`src/rtl/pipelined_shift_unit_if.sv`:
```
// Request/response bundle of the pipelined shift unit: valid/ready request
// channel (operand, shift amount, mode, tag) and valid/ready result channel.
interface pipelined_shift_unit_if #(
  parameter int WIDTH = 32,
  parameter int TAGW  = 5
) ();
  localparam int SHW = $clog2(WIDTH);

  logic             in_valid;
  logic             in_ready;
  logic [WIDTH-1:0] in_data;
  logic [SHW-1:0]   in_shamt;
  logic [1:0]       in_mode;
  logic [TAGW-1:0]  in_tag;
  logic             out_valid;
  logic             out_ready;
  logic [WIDTH-1:0] out_data;
  logic [TAGW-1:0]  out_tag;

  // Issuing side: drives requests, consumes results
  modport master (
    output in_valid, in_data, in_shamt, in_mode, in_tag, out_ready,
    input  in_ready, out_valid, out_data, out_tag
  );

  // Shift unit side
  modport slave (
    input  in_valid, in_data, in_shamt, in_mode, in_tag, out_ready,
    output in_ready, out_valid, out_data, out_tag
  );
endinterface

```
`src/rtl/pipelined_shift_unit.sv`:
```
// Pipelined barrel shifter: one barrel level per stage (LSB level first), each
// level registered. Modes: 00 SLL, 01 SRL, 10 SRA, 11 ROR. The pipeline stalls
// as a whole when the result register is full and not being consumed.
module pipelined_shift_unit #(
  parameter int WIDTH = 32,
  parameter int SHW   = $clog2(WIDTH),
  parameter int TAGW  = 5
) (
  input logic                   clock,
  input logic                   reset_n,
  pipelined_shift_unit_if.slave bus
);
  localparam logic [1:0] MODE_SLL = 2'b00;
  localparam logic [1:0] MODE_SRL = 2'b01;
  localparam logic [1:0] MODE_SRA = 2'b10;
  localparam logic [1:0] MODE_ROR = 2'b11;

  // One barrel level: shift by amt when en is set. The SRA fill uses the sign
  // captured at stage 0, never the MSB of the partially shifted data.
  function automatic logic [WIDTH-1:0] shift_level(
    input logic [WIDTH-1:0] d,
    input logic             en,
    input logic [1:0]       mode,
    input logic             sign,
    input int               amt
  );
    logic [WIDTH-1:0] ones;
    logic [WIDTH-1:0] res;
    ones = {WIDTH{1'b1}};
    res  = d;
    if (en) begin
      case (mode)
        MODE_SLL: res = d << amt;
        MODE_SRL: res = d >> amt;
        MODE_SRA: res = (d >> amt) | (sign ? ~(ones >> amt) : {WIDTH{1'b0}});
        MODE_ROR: res = (d >> amt) | (d << (WIDTH - amt));
        default:  res = d;
      endcase
    end
    return res;
  endfunction

  // Per-stage state; shamt_q holds only the bits still to be applied (the
  // next level always consumes bit 0).
  logic [WIDTH-1:0] data_q  [SHW];
  logic [WIDTH-1:0] data_d  [SHW];
  logic [SHW-1:0]   shamt_q [SHW];
  logic [SHW-1:0]   shamt_d [SHW];
  logic [1:0]       mode_q  [SHW];
  logic [1:0]       mode_d  [SHW];
  logic             sign_q  [SHW];
  logic             sign_d  [SHW];
  logic [TAGW-1:0]  tag_q   [SHW];
  logic [TAGW-1:0]  tag_d   [SHW];
  logic             valid_q [SHW];
  logic             valid_d [SHW];

  logic             advance_s;

  assign advance_s     = ~valid_q[SHW-1] | bus.out_ready;
  assign bus.in_ready  = advance_s;
  assign bus.out_valid = valid_q[SHW-1];
  assign bus.out_data  = data_q[SHW-1];
  assign bus.out_tag   = tag_q[SHW-1];

  // Next state of every stage: all stages load together on advance, else hold
  always_comb begin
    for (int k = 0; k < SHW; k++) begin
      if (advance_s) begin
        if (k == 0) begin
          data_d[k]  = shift_level(bus.in_data, bus.in_shamt[0], bus.in_mode,
                                   bus.in_data[WIDTH-1], 32'd1);
          shamt_d[k] = bus.in_shamt >> 1'b1;
          mode_d[k]  = bus.in_mode;
          sign_d[k]  = bus.in_data[WIDTH-1];
          tag_d[k]   = bus.in_tag;
          valid_d[k] = bus.in_valid;
        end else begin
          data_d[k]  = shift_level(data_q[k-1], shamt_q[k-1][0], mode_q[k-1],
                                   sign_q[k-1], (32'd1 << k));
          shamt_d[k] = shamt_q[k-1] >> 1'b1;
          mode_d[k]  = mode_q[k-1];
          sign_d[k]  = sign_q[k-1];
          tag_d[k]   = tag_q[k-1];
          valid_d[k] = valid_q[k-1];
        end
      end else begin
        data_d[k]  = data_q[k];
        shamt_d[k] = shamt_q[k];
        mode_d[k]  = mode_q[k];
        sign_d[k]  = sign_q[k];
        tag_d[k]   = tag_q[k];
        valid_d[k] = valid_q[k];
      end
    end
  end

  // Stage registers; reset clears everything so no partial result survives
  always_ff @(posedge clock or negedge reset_n) begin
    if (!reset_n) begin
      for (int k = 0; k < SHW; k++) begin
        data_q[k]  <= {WIDTH{1'b0}};
        shamt_q[k] <= {SHW{1'b0}};
        mode_q[k]  <= 2'b00;
        sign_q[k]  <= 1'b0;
        tag_q[k]   <= {TAGW{1'b0}};
        valid_q[k] <= 1'b0;
      end
    end else begin
      for (int k = 0; k < SHW; k++) begin
        data_q[k]  <= data_d[k];
        shamt_q[k] <= shamt_d[k];
        mode_q[k]  <= mode_d[k];
        sign_q[k]  <= sign_d[k];
        tag_q[k]   <= tag_d[k];
        valid_q[k] <= valid_d[k];
      end
    end
  end
endmodule

```
`src/flat_wrapper.sv`:
```
// flat-port wrapper written by rule: the top's interface ports become plain ports
module pipelined_shift_unit_flat 
#(
  parameter int WIDTH = 32,
  parameter int SHW   = $clog2(WIDTH),
  parameter int TAGW  = 5
)
  (clock, reset_n, bus_in_valid, bus_in_data, bus_in_shamt, bus_in_mode, bus_in_tag, bus_out_ready, bus_in_ready, bus_out_valid, bus_out_data, bus_out_tag);
  pipelined_shift_unit_if #(.WIDTH(WIDTH), .TAGW(TAGW)) bus_i ();
  input logic clock;
  input logic reset_n;
  input wire logic [$bits(bus_i.in_valid)-1:0] bus_in_valid;
  input wire logic [$bits(bus_i.in_data)-1:0] bus_in_data;
  input wire logic [$bits(bus_i.in_shamt)-1:0] bus_in_shamt;
  input wire logic [$bits(bus_i.in_mode)-1:0] bus_in_mode;
  input wire logic [$bits(bus_i.in_tag)-1:0] bus_in_tag;
  input wire logic [$bits(bus_i.out_ready)-1:0] bus_out_ready;
  output wire logic [$bits(bus_i.in_ready)-1:0] bus_in_ready;
  output wire logic [$bits(bus_i.out_valid)-1:0] bus_out_valid;
  output wire logic [$bits(bus_i.out_data)-1:0] bus_out_data;
  output wire logic [$bits(bus_i.out_tag)-1:0] bus_out_tag;
  assign bus_i.in_valid = bus_in_valid;
  assign bus_i.in_data = bus_in_data;
  assign bus_i.in_shamt = bus_in_shamt;
  assign bus_i.in_mode = bus_in_mode;
  assign bus_i.in_tag = bus_in_tag;
  assign bus_i.out_ready = bus_out_ready;
  assign bus_in_ready = bus_i.in_ready;
  assign bus_out_valid = bus_i.out_valid;
  assign bus_out_data = bus_i.out_data;
  assign bus_out_tag = bus_i.out_tag;
  pipelined_shift_unit #(.WIDTH(WIDTH), .SHW(SHW), .TAGW(TAGW)) u_core (.clock(clock), .reset_n(reset_n), .bus(bus_i));
endmodule
```
`config.mk`:
```
export PLATFORM = sky130hd
export DESIGN_NAME = pipelined_shift_unit_flat
export DESIGN_NICKNAME = d
export VERILOG_FILES = /design/src/rtl/pipelined_shift_unit_if.sv /design/src/rtl/pipelined_shift_unit.sv /design/src/flat_wrapper.sv
export SDC_FILE = /design/constraint.sdc
export NUM_CORES = 1
export LEC_CHECK = 0
export ABC_AREA = 1
export BUFFER_PORTS_ARGS = -buffer_cell sky130_fd_sc_hd__buf_2
export CORE_AREA = 2 2 150 152
export DETAILED_ROUTE_END_ITERATION = 10
export DIE_AREA = 0 0 152 154
export GPL_TIMING_DRIVEN = 0
export HOLD_SLACK_MARGIN = 0.1
export PLACE_DENSITY = 0.73
export REMOVE_ABC_BUFFERS = 1
export SETUP_SLACK_MARGIN = 0.05
export SYNTH_ARGS = -nofsm -noshare
export SYNTH_HDL_FRONTEND = slang
export SYNTH_SLANG_ARGS = --single-unit
```
`constraint.sdc`:
```
create_clock -name clock -period 3.9 [get_ports clock]
set_clock_uncertainty 0.15 [all_clocks]
set_input_delay 1.17 -clock clock [delete_from_list [all_inputs] [get_ports clock]]
set_output_delay 1.17 -clock clock [all_outputs]
set_load 0.01 [all_outputs]
```
==> results of run 1 <==
## cells in the mapped netlist
cell	count
a21oi_1	136
buf_1	1
buf_2	51
buf_4	49
buf_6	1
clkbuf_1	35
dfrtp_1	212
inv_1	260
inv_2	4
nand2_1	508
nand2_2	5
nand3_1	123
nor2_1	192
nor2_2	3
nor2_4	1
nor3_1	7
o21ai_0	150
## per-stage QoR
| stage | TNS [ns] | hold slack (ns) | cell area (um2) | worst slack, ns |
|---|---|---|---|---|
| floorplan | -183.60 | 0.2698 | 11070 | -1.856 |
| global placement | -1025.07 | 0.2883 | 11850 | -4.770 |
| detailed placement | 0 | 0.2995 | 12040 | 0.3288 |
| CTS | 0 | 0.3123 | 12770 | 0.8580 |
| global route | 0 | 0.3170 | 12770 | 0.6533 |
| finish | 0 | 0.3026 | 12770 | 0.8638 |
## worst max-delay path, cell delays in order
cell and delay, ns:
buf_2 0.08, inv_1 0.08, nand2_8 0.11, buf_16 0.43, buf_16 0.39, inv_4 0.29
buf_16 0.31, a21oi_1 0.16, nand2_1 0.09, nand2_1 0.06
## state kept, by name, summed over array words and instances (netlist names)
name / count
u_core.sign_q: 4
u_core.mode_q: 8
u_core.bus.out_data: 32
u_core.bus.out_tag: 5
u_core.data_q: 128
u_core.bus.out_valid: 1
u_core.shamt_q: 10
u_core.tag_q: 20
u_core.valid_q: 4
## path summary, 6_finish.rpt
path,startpoint,endpoint,slack (ns),cells past startpoint
setup / recovery,bus_out_ready,u_core.data_q[61],0.86,10
hold / removal,u_core.valid_q[1],u_core.bus.out_valid,0.30,2
setup reg to reg,u_core.bus.out_valid,u_core.data_q[61],1.23,8
hold reg to reg,u_core.valid_q[1],u_core.bus.out_valid,0.30,2
max in group asynchronous,reset_n,u_core.bus.out_tag[1],2.05,2
min in group asynchronous,reset_n,u_core.valid_q[3],0.56,1
## layer usage
metal	routed length, um	vias to the layer above
met2	11620	195
met4	471	0
met5	0	-
met1	12110	4603
met3	933	41
li1	-	5238
## logic make-up (layout without fill, tap and decap cells)
kind of cell           Yosys count  after routing  share of synthesized area [%]
buffers and inverters          401            395                          14.87
DFF                            212            212                          44.82
and+or+nand+nor                839            839                          28.21
AOI/OAI and AO/OA              286            286                          12.09
## where the power goes
part | leakage (uW) | internal, uW | switching [uW]
clock network | 0.000365 | 1260 | 850
logic | 0.00408 | 1540 | 2770
registers | 0.00250 | 3240 | 834
total | 0.00695 | 6040 | 4450
## layout make-up
cell class,instances,share of cell area [%]
sequential,212,41.55
timing repair buffer,93,4.732
clock inverter,7,0.4702
tap,280,2.743
clock buffer,31,5.231
multi-input combinational,1125,37.50
inverter,264,7.778
==> impl_summary.log, run 1 <==
[metrics] outcome: complete, no violations
[metrics] clock buffers created by TritonCTS: 24
[metrics] worst supply voltage drop on vdd: 0.4583 mV
[metrics] vias: 10080
[metrics] Placer Congestion: 0.8173
[metrics] f_max: 329.4 MHz
[metrics] flip-flop and latch count after synthesis: 212
[metrics] layout overhead on the synthesized area: 7.907%
[metrics] first-pass detailed-route iteration total: 5
[metrics] Chip Width: 152 um
[metrics] Initial DRC Count: 814
[metrics] final core occ: 58.89%
[metrics] final worst-path cycle share: 77.85%
[metrics] antenna violations before repair: 0
[metrics] sequential area share after synthesis: 44.82%
[metrics] final number of setup-violating endpoints: 0
[metrics] sort of element at the start of the critical path: input port
[metrics] largest buffer count on any clock path: 3
[metrics] worst slew margin relative to its limit: 13.49%
[metrics] most common library cell in the layout ignoring fill and taps: nand2_1
[metrics] Netlist cell types: 17
[metrics] global-route wire length before repair: 44480 um
[metrics] total number of clock tree sinks: 212
[metrics] core box area: 21690 um2
[metrics] overall routing resource usage: 21.85%
[metrics] data arrival time at the worst-slack endpoint: 3.34 ns
[metrics] largest net degree at the start of global routing: 176
[metrics] leakage power total: 0.006951 uW
[metrics] Crit. End Element: flip-flop
[metrics] number of nets in the layout: 1768
[metrics] area used by multi-input combinational logic: 4790 um2
[metrics] number of antenna-violating nets in the routed design: 0
[metrics] antenna diode count: 0
[metrics] post-cts hold buffer count: 0
[metrics] via count of the first global-routing pass: 9475
[metrics] fin crit period: 3.036 ns
[metrics] final wirelength: 25130 um
[metrics] post-detail-place hpwl: 16360 um
[metrics] Yosys Warn Count: 0
[metrics] type of the tightest min-delay check: flip-flop to flip-flop
[metrics] cell taking the most area after synthesis: dfrtp_1
[metrics] Top Usage Layer GRT: met2
[metrics] post-synthesis area per instance: 6.810 um2
[metrics] IO Count: 87
[metrics] worst path required time: 4.20 ns
[metrics] y dimension of the die: 154 um
[metrics] setup repair bufs after CTS: 0
[metrics] P per Cell Area: 821.3 nW/um2
[metrics] reported max-cap violation count: 0
[metrics] filler cell count: 2078
[metrics] commonest cells after routing, fill and taps aside: nand2_1, inv_1, dfrtp_1, nor2_1, o21ai_0
[metrics] drt via density: 5.008
[metrics] total count of hold-check failures in the final report: 0
[metrics] post-cts sizing count: 0
[metrics] Clk Latency, worst-skew pair: 0.51 ns
[metrics] Total Die Area: 23410 um2
[metrics] post-route total power: 10490 uW
[metrics] met1 layer usage reported by global route: 30.82%
[metrics] share of the synthesized area in the top cell type: 44.82%
[metrics] number of standard cells in the layout, taps in and fillers out: 2012
[metrics] H-Tree Level Count: 1
[metrics] slew at the pin with the worst max-slew slack: 1.298 ns
[metrics] initial core utilization: 54.57%
[metrics] met3 track demand over resource: 2.283%
[metrics] count of port buffers added during placement: 86
[metrics] Sequential Area: 5306 um2
[metrics] grt total ovfl: 0
[metrics] synthesized cell area: 11840 um2
[metrics] Crit Path Max Fanout: 175
[metrics] GR Layer Usage met2: 36.31%
[metrics] Critical Setup Path Class: input port to flip-flop
[metrics] unrepaired setup endpoints after global routing: no
[metrics] total count of max-transition violations in the final report: 0
[metrics] routed len/inst: 12.49 um
[metrics] largest cells by area after synthesis: dfrtp_1, nand2_1, inv_1
[metrics] share of final-layout standard cells stronger than drive strength 1: 8.256%
[metrics] remaining design rule violation count: 0
[metrics] post-placement cell count: 1974
[metrics] clock tree from TritonCTS: built
[metrics] Gate Count Post-Synth: 1738
[metrics] Clock Tree Root: clkbuf_16
[metrics] std cell rows: 54
[metrics] CTS clock-pin slew for the worst setup and hold paths: 0.06 ns
Note: power is estimated with default switching activity, not from simulation.
==> run 2, diff against run 1 <==
==> constraint.sdc (replaced) <==
create_clock -name clock -period 3 [get_ports clock]
set_clock_uncertainty 0.15 [all_clocks]
set_input_delay 0.9 -clock clock [delete_from_list [all_inputs] [get_ports clock]]
set_output_delay 0.9 -clock clock [all_outputs]
set_load 0.01 [all_outputs]
==> run 2 against run 1 <==
Via count increased by 0.81%. Flip-flop and latch count unchanged. First-iteration DRC count decreased by 3.9%. Sequential share of layout area decreased by 0.081 points. Global-route usage unchanged. Critical path type unchanged.
==> impl_summary.log, run 2 (synthesized netlist as in run 1, its figures left out) <==
[metrics] antenna violations before repair: 0
[metrics] cell with the most instances on the worst path: buf_16
[metrics] setup repair bufs after CTS: 0
[metrics] final core occ: 59.01%
[metrics] IO Count: 87
[metrics] core box area: 21690 um2
[metrics] grt total ovfl: 0
[metrics] overall routing resource usage: 21.85%
[metrics] post-cts sizing count: 0
[metrics] y dimension of the die: 154 um
[metrics] most common library cell in the layout ignoring fill and taps: nand2_1
[metrics] fin crit period: 2.638 ns
[metrics] largest register by flop count: u_core.data_q
[metrics] Chip Width: 152 um
[metrics] worst-path cell with the longest stage delay: inv_4
[metrics] family with the most delay on the worst path: buffers and inverters
[metrics] slew at the pin with the worst max-slew slack: 1.291 ns
[metrics] Clock Tree Root: clkbuf_16
[metrics] number of cell instances on the worst register-to-register path: 8
[metrics] terminus of the critical flop-to-flop path: u_core.data_q[61]
[metrics] total number of clock tree sinks: 212
[metrics] type of the tightest min-delay check: input port to async pin
[metrics] post-cts hold buffer count: 0
[metrics] slack of the worst reg-to-reg path: 0.49 ns
[metrics] reported max-cap violation count: 0
[metrics] global-route wire length before repair: 44480 um
[metrics] std cell rows: 54
[metrics] Clk Latency, worst-skew pair: 0.51 ns
[metrics] sort of element at the start of the critical path: input port
[metrics] total count of max-transition violations in the final report: 0
[metrics] routed len/inst: 12.74 um
[metrics] outcome: complete, no violations
[metrics] share of final-layout standard cells stronger than drive strength 1: 8.309%
[metrics] CTS clock-pin slew for the worst setup and hold paths: 0.05 ns
[metrics] Placer Congestion: 0.8173
[metrics] number of flip-flops in the largest register: 128
[metrics] worst r2r src: u_core.bus.out_valid
[metrics] leakage power total: 0.006964 uW
[metrics] number of antenna-violating nets in the routed design: 0
[metrics] data arrival time at the worst-slack endpoint: 2.89 ns
[metrics] post-placement cell count: 1974
[metrics] number of nets in the layout: 1769
[metrics] total count of hold-check failures in the final report: 0
[metrics] H-Tree Level Count: 1
[metrics] vias: 10160
[metrics] remaining design rule violation count: 0
[metrics] largest net degree at the start of global routing: 176
[metrics] post-route total power: 13680 uW
[metrics] final number of setup-violating endpoints: 0
[metrics] number of standard cells in the layout, taps in and fillers out: 2013
[metrics] via count of the first global-routing pass: 9475
[metrics] delay of the slowest cell on the worst path: 0.43 ns
[metrics] worst path required time: 3.25 ns
[metrics] commonest cells after routing, fill and taps aside: nand2_1, inv_1, dfrtp_1, nor2_1, o21ai_0
[metrics] worst slew margin relative to its limit: 13.97%
[metrics] Crit Path Max Fanout: 125
[metrics] clock buffers created by TritonCTS: 24
[metrics] worst supply voltage drop on vdd: 0.5140 mV
[metrics] Critical Setup Path Class: input port to flip-flop
[metrics] final wirelength: 25650 um
[metrics] post-detail-place hpwl: 16360 um
[metrics] Total Die Area: 23410 um2
[metrics] worst hold margin: 0.2842 ns
[metrics] first-pass detailed-route iteration total: 4
[metrics] layout overhead on the synthesized area: 8.119%
[metrics] largest buffer count on any clock path: 3
[metrics] f_max: 379.1 MHz
[metrics] Setup Total Neg Slack: 0 ns
[metrics] clock tree from TritonCTS: built
[metrics] Initial DRC Count: 782
[metrics] P per Cell Area: 1069 nW/um2
[metrics] Crit. End Element: flip-flop
[metrics] final worst-path cycle share: 87.93%
[metrics] antenna diode count: 0
[metrics] critical path buffer and inverter count: 6
[metrics] count of port buffers added during placement: 86
[metrics] worst-path cell chain: buf_2 > inv_1 > nand2_8 > buf_16 > buf_16 > inv_4 > buf_16 > nor2_1 > nand2_1 > nand2_1
[metrics] critical path depth in cells: 10
[metrics] unrepaired setup endpoints after global routing: no
[metrics] drt via density: 5.047
[metrics] initial core utilization: 54.57%
==> run 2: cell count changes in the layout (fill, tap and decap cells not counted), sizes merged <==
cell and change:
clkbuf +1
==> run 2: layer usage <==
metal	part of all wire [%]	GRT usage [%]
met5	0	0
met4	1.8	5.741
met3	4.1	2.283
met2	47	36.31
met1	48	30.82
==> run 2: worst max path at each step <==
stage | from | slack [ns] | endpoint
floorplan | bus_out_ready | -2.49 | u_core.data_q[126]
global placement | bus_out_ready | -5.40 | u_core.data_q[127]
detailed placement | bus_out_ready | -0.30 | u_core.data_q[60]
CTS | bus_out_ready | 0.23 | u_core.data_q[60]
global route | bus_out_ready | 0.22 | u_core.data_q[60]
finish | bus_out_ready | 0.36 | u_core.bus.out_data[20]
==> run 2: area by class of cell <==
cell class	count	area, um2
Multi-Input combinational cell	1125	4790
Clock inverter	7	60.06
Tap cell	280	350.3
Fill cell	2069	8891
Clock buffer	31	668.1
Sequential cell	212	5306
Timing Repair Buffer	94	629.4
Inverter	264	993.5
==> run 2: worst reg2reg max path, stage by stage (launching register included) <==
cell	delay [ns]
dfrtp_1	0.43
nand2_8	0.16
buf_16	0.29
buf_16	0.38
inv_4	0.39
buf_16	0.33
a21oi_1	0.17
nand2_1	0.09
nand2_1	0.06
==> run 2: report_power, final <==
group / switching [uW] / leakage (uW) / internal (uW)
registers: 1090 / 0.00250 / 4220
clock network: 1100 / 0.000365 / 1630
logic: 3630 / 0.00409 / 2020
==> run 2: per-stage QoR <==
step | instance area [um2] | setup slack (ns)
floorplan | 11070 | -2.486
global placement | 11850 | -5.400
detailed placement | 12040 | -0.3012
CTS | 12770 | 0.2280
global route | 12800 | 0.2161
finish | 12800 | 0.3620
==> run 3, diff against run 2 <==
--- a/config.mk
+++ b/config.mk
@@ -8,6 +8,7 @@
 export ABC_AREA = 1
 export BUFFER_PORTS_ARGS = -buffer_cell sky130_fd_sc_hd__buf_2
 export CORE_AREA = 2 2 150 152
+export CTS_BUF_LIST = sky130_fd_sc_hd__clkbuf_16
 export DETAILED_ROUTE_END_ITERATION = 10
 export DIE_AREA = 0 0 152 154
 export GPL_TIMING_DRIVEN = 0
@@ -18,3 +19,4 @@
 export SYNTH_ARGS = -nofsm -noshare
 export SYNTH_HDL_FRONTEND = slang
 export SYNTH_SLANG_ARGS = --single-unit
+export TNS_END_PERCENT = 50
==> run 3 against run 2 <==
Sequential share of layout area is 0.065 points higher. Hold slack better by 0.0038 ns. Flip-flop and latch count stayed put. Critical path depth stayed put. First-iteration DRC count is 1.7% higher. Global-route usage hardly changed. Via count is 0.40% higher. Critical endpoint is now u_core.bus.out_data[23]. Highest routed layer unchanged.
==> impl_summary.log, run 3 (synthesized netlist as in run 1, its figures left out) <==
[metrics] global-route wire length before repair: 44390 um
[metrics] Crit Path Max Fanout: 125
[metrics] final worst-path cycle share: 88.23%
[metrics] sort of element at the start of the critical path: input port
[metrics] Placed Instance Area: 12040 um2
[metrics] slew at the pin with the worst max-slew slack: 1.279 ns
[metrics] total number of clock tree sinks: 212
[metrics] std cell rows: 54
[metrics] reported max-cap violation count: 0
[metrics] antenna diode count: 0
[metrics] Initial DRC Count: 795
[metrics] via count of the first global-routing pass: 9474
[metrics] count of port buffers added during placement: 86
[metrics] core box area: 21690 um2
[metrics] remaining design rule violation count: 0
[metrics] drt via density: 5.067
[metrics] routed len/inst: 12.76 um
[metrics] most common library cell in the layout ignoring fill and taps: nand2_1
[metrics] Clock Tree Root: clkbuf_16
[metrics] total count of max-transition violations in the final report: 0
[metrics] number of nets in the layout: 1769
[metrics] terminus of the critical flop-to-flop path: u_core.data_q[61]
[metrics] number of cell instances on the worst register-to-register path: 8
[metrics] cell with the most instances on the worst path: buf_16
[metrics] Placer Congestion: 0.8173
[metrics] worst path setup slack after routing: 0.3532 ns
[metrics] Chip Width: 152 um
[metrics] grt total ovfl: 0
[metrics] placement-stage worst setup slack: -0.3012 ns
[metrics] layout overhead on the synthesized area: 7.950%
[metrics] initial core utilization: 54.57%
[metrics] Total Die Area: 23410 um2
[metrics] Critical Setup Path Class: input port to flip-flop
[metrics] fin crit period: 2.647 ns
[metrics] commonest cells after routing, fill and taps aside: nand2_1, inv_1, dfrtp_1, nor2_1, o21ai_0
[metrics] largest buffer count on any clock path: 3
[metrics] worst r2r src: u_core.bus.out_valid
[metrics] first-pass detailed-route iteration total: 6
[metrics] Crit. End Element: flip-flop
[metrics] antenna violations before repair: 0
[metrics] clock buffers created by TritonCTS: 24
[metrics] share of final-layout standard cells stronger than drive strength 1: 8.194%
[metrics] post-cts sizing count: 0
[metrics] IO Count: 87
[metrics] final wirelength: 25690 um
[metrics] Non-Filler Cell Area, Final: 12780 um2
[metrics] slack of the worst reg-to-reg path: 0.48 ns
[metrics] final number of setup-violating endpoints: 0
[metrics] delay of the slowest cell on the worst path: 0.43 ns
[metrics] setup repair bufs after CTS: 0
[metrics] largest net degree at the start of global routing: 176
[metrics] H-Tree Level Count: 1
[metrics] vias: 10200
[metrics] number of flip-flops in the largest register: 128
[metrics] worst-path cell with the longest stage delay: inv_4
[metrics] CTS clock-pin slew for the worst setup and hold paths: 0.06 ns
[metrics] worst slew margin relative to its limit: 14.71%
[metrics] worst path required time: 3.25 ns
[metrics] type of the tightest min-delay check: input port to async pin
[metrics] number of antenna-violating nets in the routed design: 0
[metrics] P per Cell Area: 1066 nW/um2
[metrics] Clk Latency, worst-skew pair: 0.51 ns
[metrics] total count of hold-check failures in the final report: 0
[metrics] worst-path cell chain: buf_2 > inv_1 > nand2_8 > buf_16 > buf_16 > inv_4 > buf_16 > nor2_1 > nand2_1 > nand2_1
[metrics] Setup Total Neg Slack: 0 ns
[metrics] worst supply voltage drop on vdd: 0.5120 mV
[metrics] post-cts hold buffer count: 0
[metrics] data arrival time at the worst-slack endpoint: 2.90 ns
[metrics] unrepaired setup endpoints after global routing: no
[metrics] largest register by flop count: u_core.data_q
[metrics] f_max: 377.8 MHz
[metrics] worst hold margin: 0.2880 ns
[metrics] y dimension of the die: 154 um
[metrics] leakage power total: 0.006969 uW
[metrics] post-detail-place hpwl: 16360 um
[metrics] overall routing resource usage: 21.81%
[metrics] clock tree from TritonCTS: built
[metrics] outcome: complete, no violations
-- run 3: stage by stage --
stage / power (uW) / std cells / utilization, %
after global routing: 14980 / 2013 / 58.91
final: 13630 / 2013 / 58.91
after global placement: 10810 / 1967 / 54.63
after detailed placement: 10900 / 1974 / 55.53
after CTS: 13640 / 2012 / 58.79
after floorplan: 9266 / 1601 / -
-- run 3: metal layers --
metal  global-route usage, %  routed length [um]  vias up
met1                   30.78               12180     4685
met2                   36.27               11900      238
li1                        -                   -     5238
met5                       0                   0        -
met4                   5.919                 485        0
met3                   2.057                1121       39
-- run 3: area by class of cell --
type | instances | area, um2
repair buffers | 94 | 629.4
fillers | 2071 | 8911
clock buffers | 25 | 625.6
multi-input cells | 1125 | 4790
clock inverters | 13 | 82.58
well taps | 280 | 350.3
inverters | 264 | 993.5
flip-flops and latches | 212 | 5306
-- run 3: worst max-delay path by stage --
stage,startpoint,to,slack (ns),cells after the start
3_5_place_dp,bus_out_ready,u_core.data_q[60],-0.30,10
3_3_place_gp,bus_out_ready,u_core.data_q[127],-5.40,7
6_report,bus_out_ready,u_core.bus.out_data[23],0.35,10
4_1_cts,bus_out_ready,u_core.data_q[60],0.23,10
5_1_grt,bus_out_ready,u_core.data_q[60],0.21,10
2_1_floorplan,bus_out_ready,u_core.data_q[126],-2.49,6
-- run 3: worst max-delay path, delay by kind of cell --
| kind | cells | cell delay [ns] |
|---|---|---|
| simple gates | 4 | 0.32 |
| buf+inv | 6 | 1.47 |
-- run 3: report_power, final --
group	internal (uW)	switching [uW]	leakage [uW]
Combinational	2020	3630	0.00409
Sequential	4220	1090	0.00250
Clock	1570	1110	0.000370
Total	7800	5820	0.00697
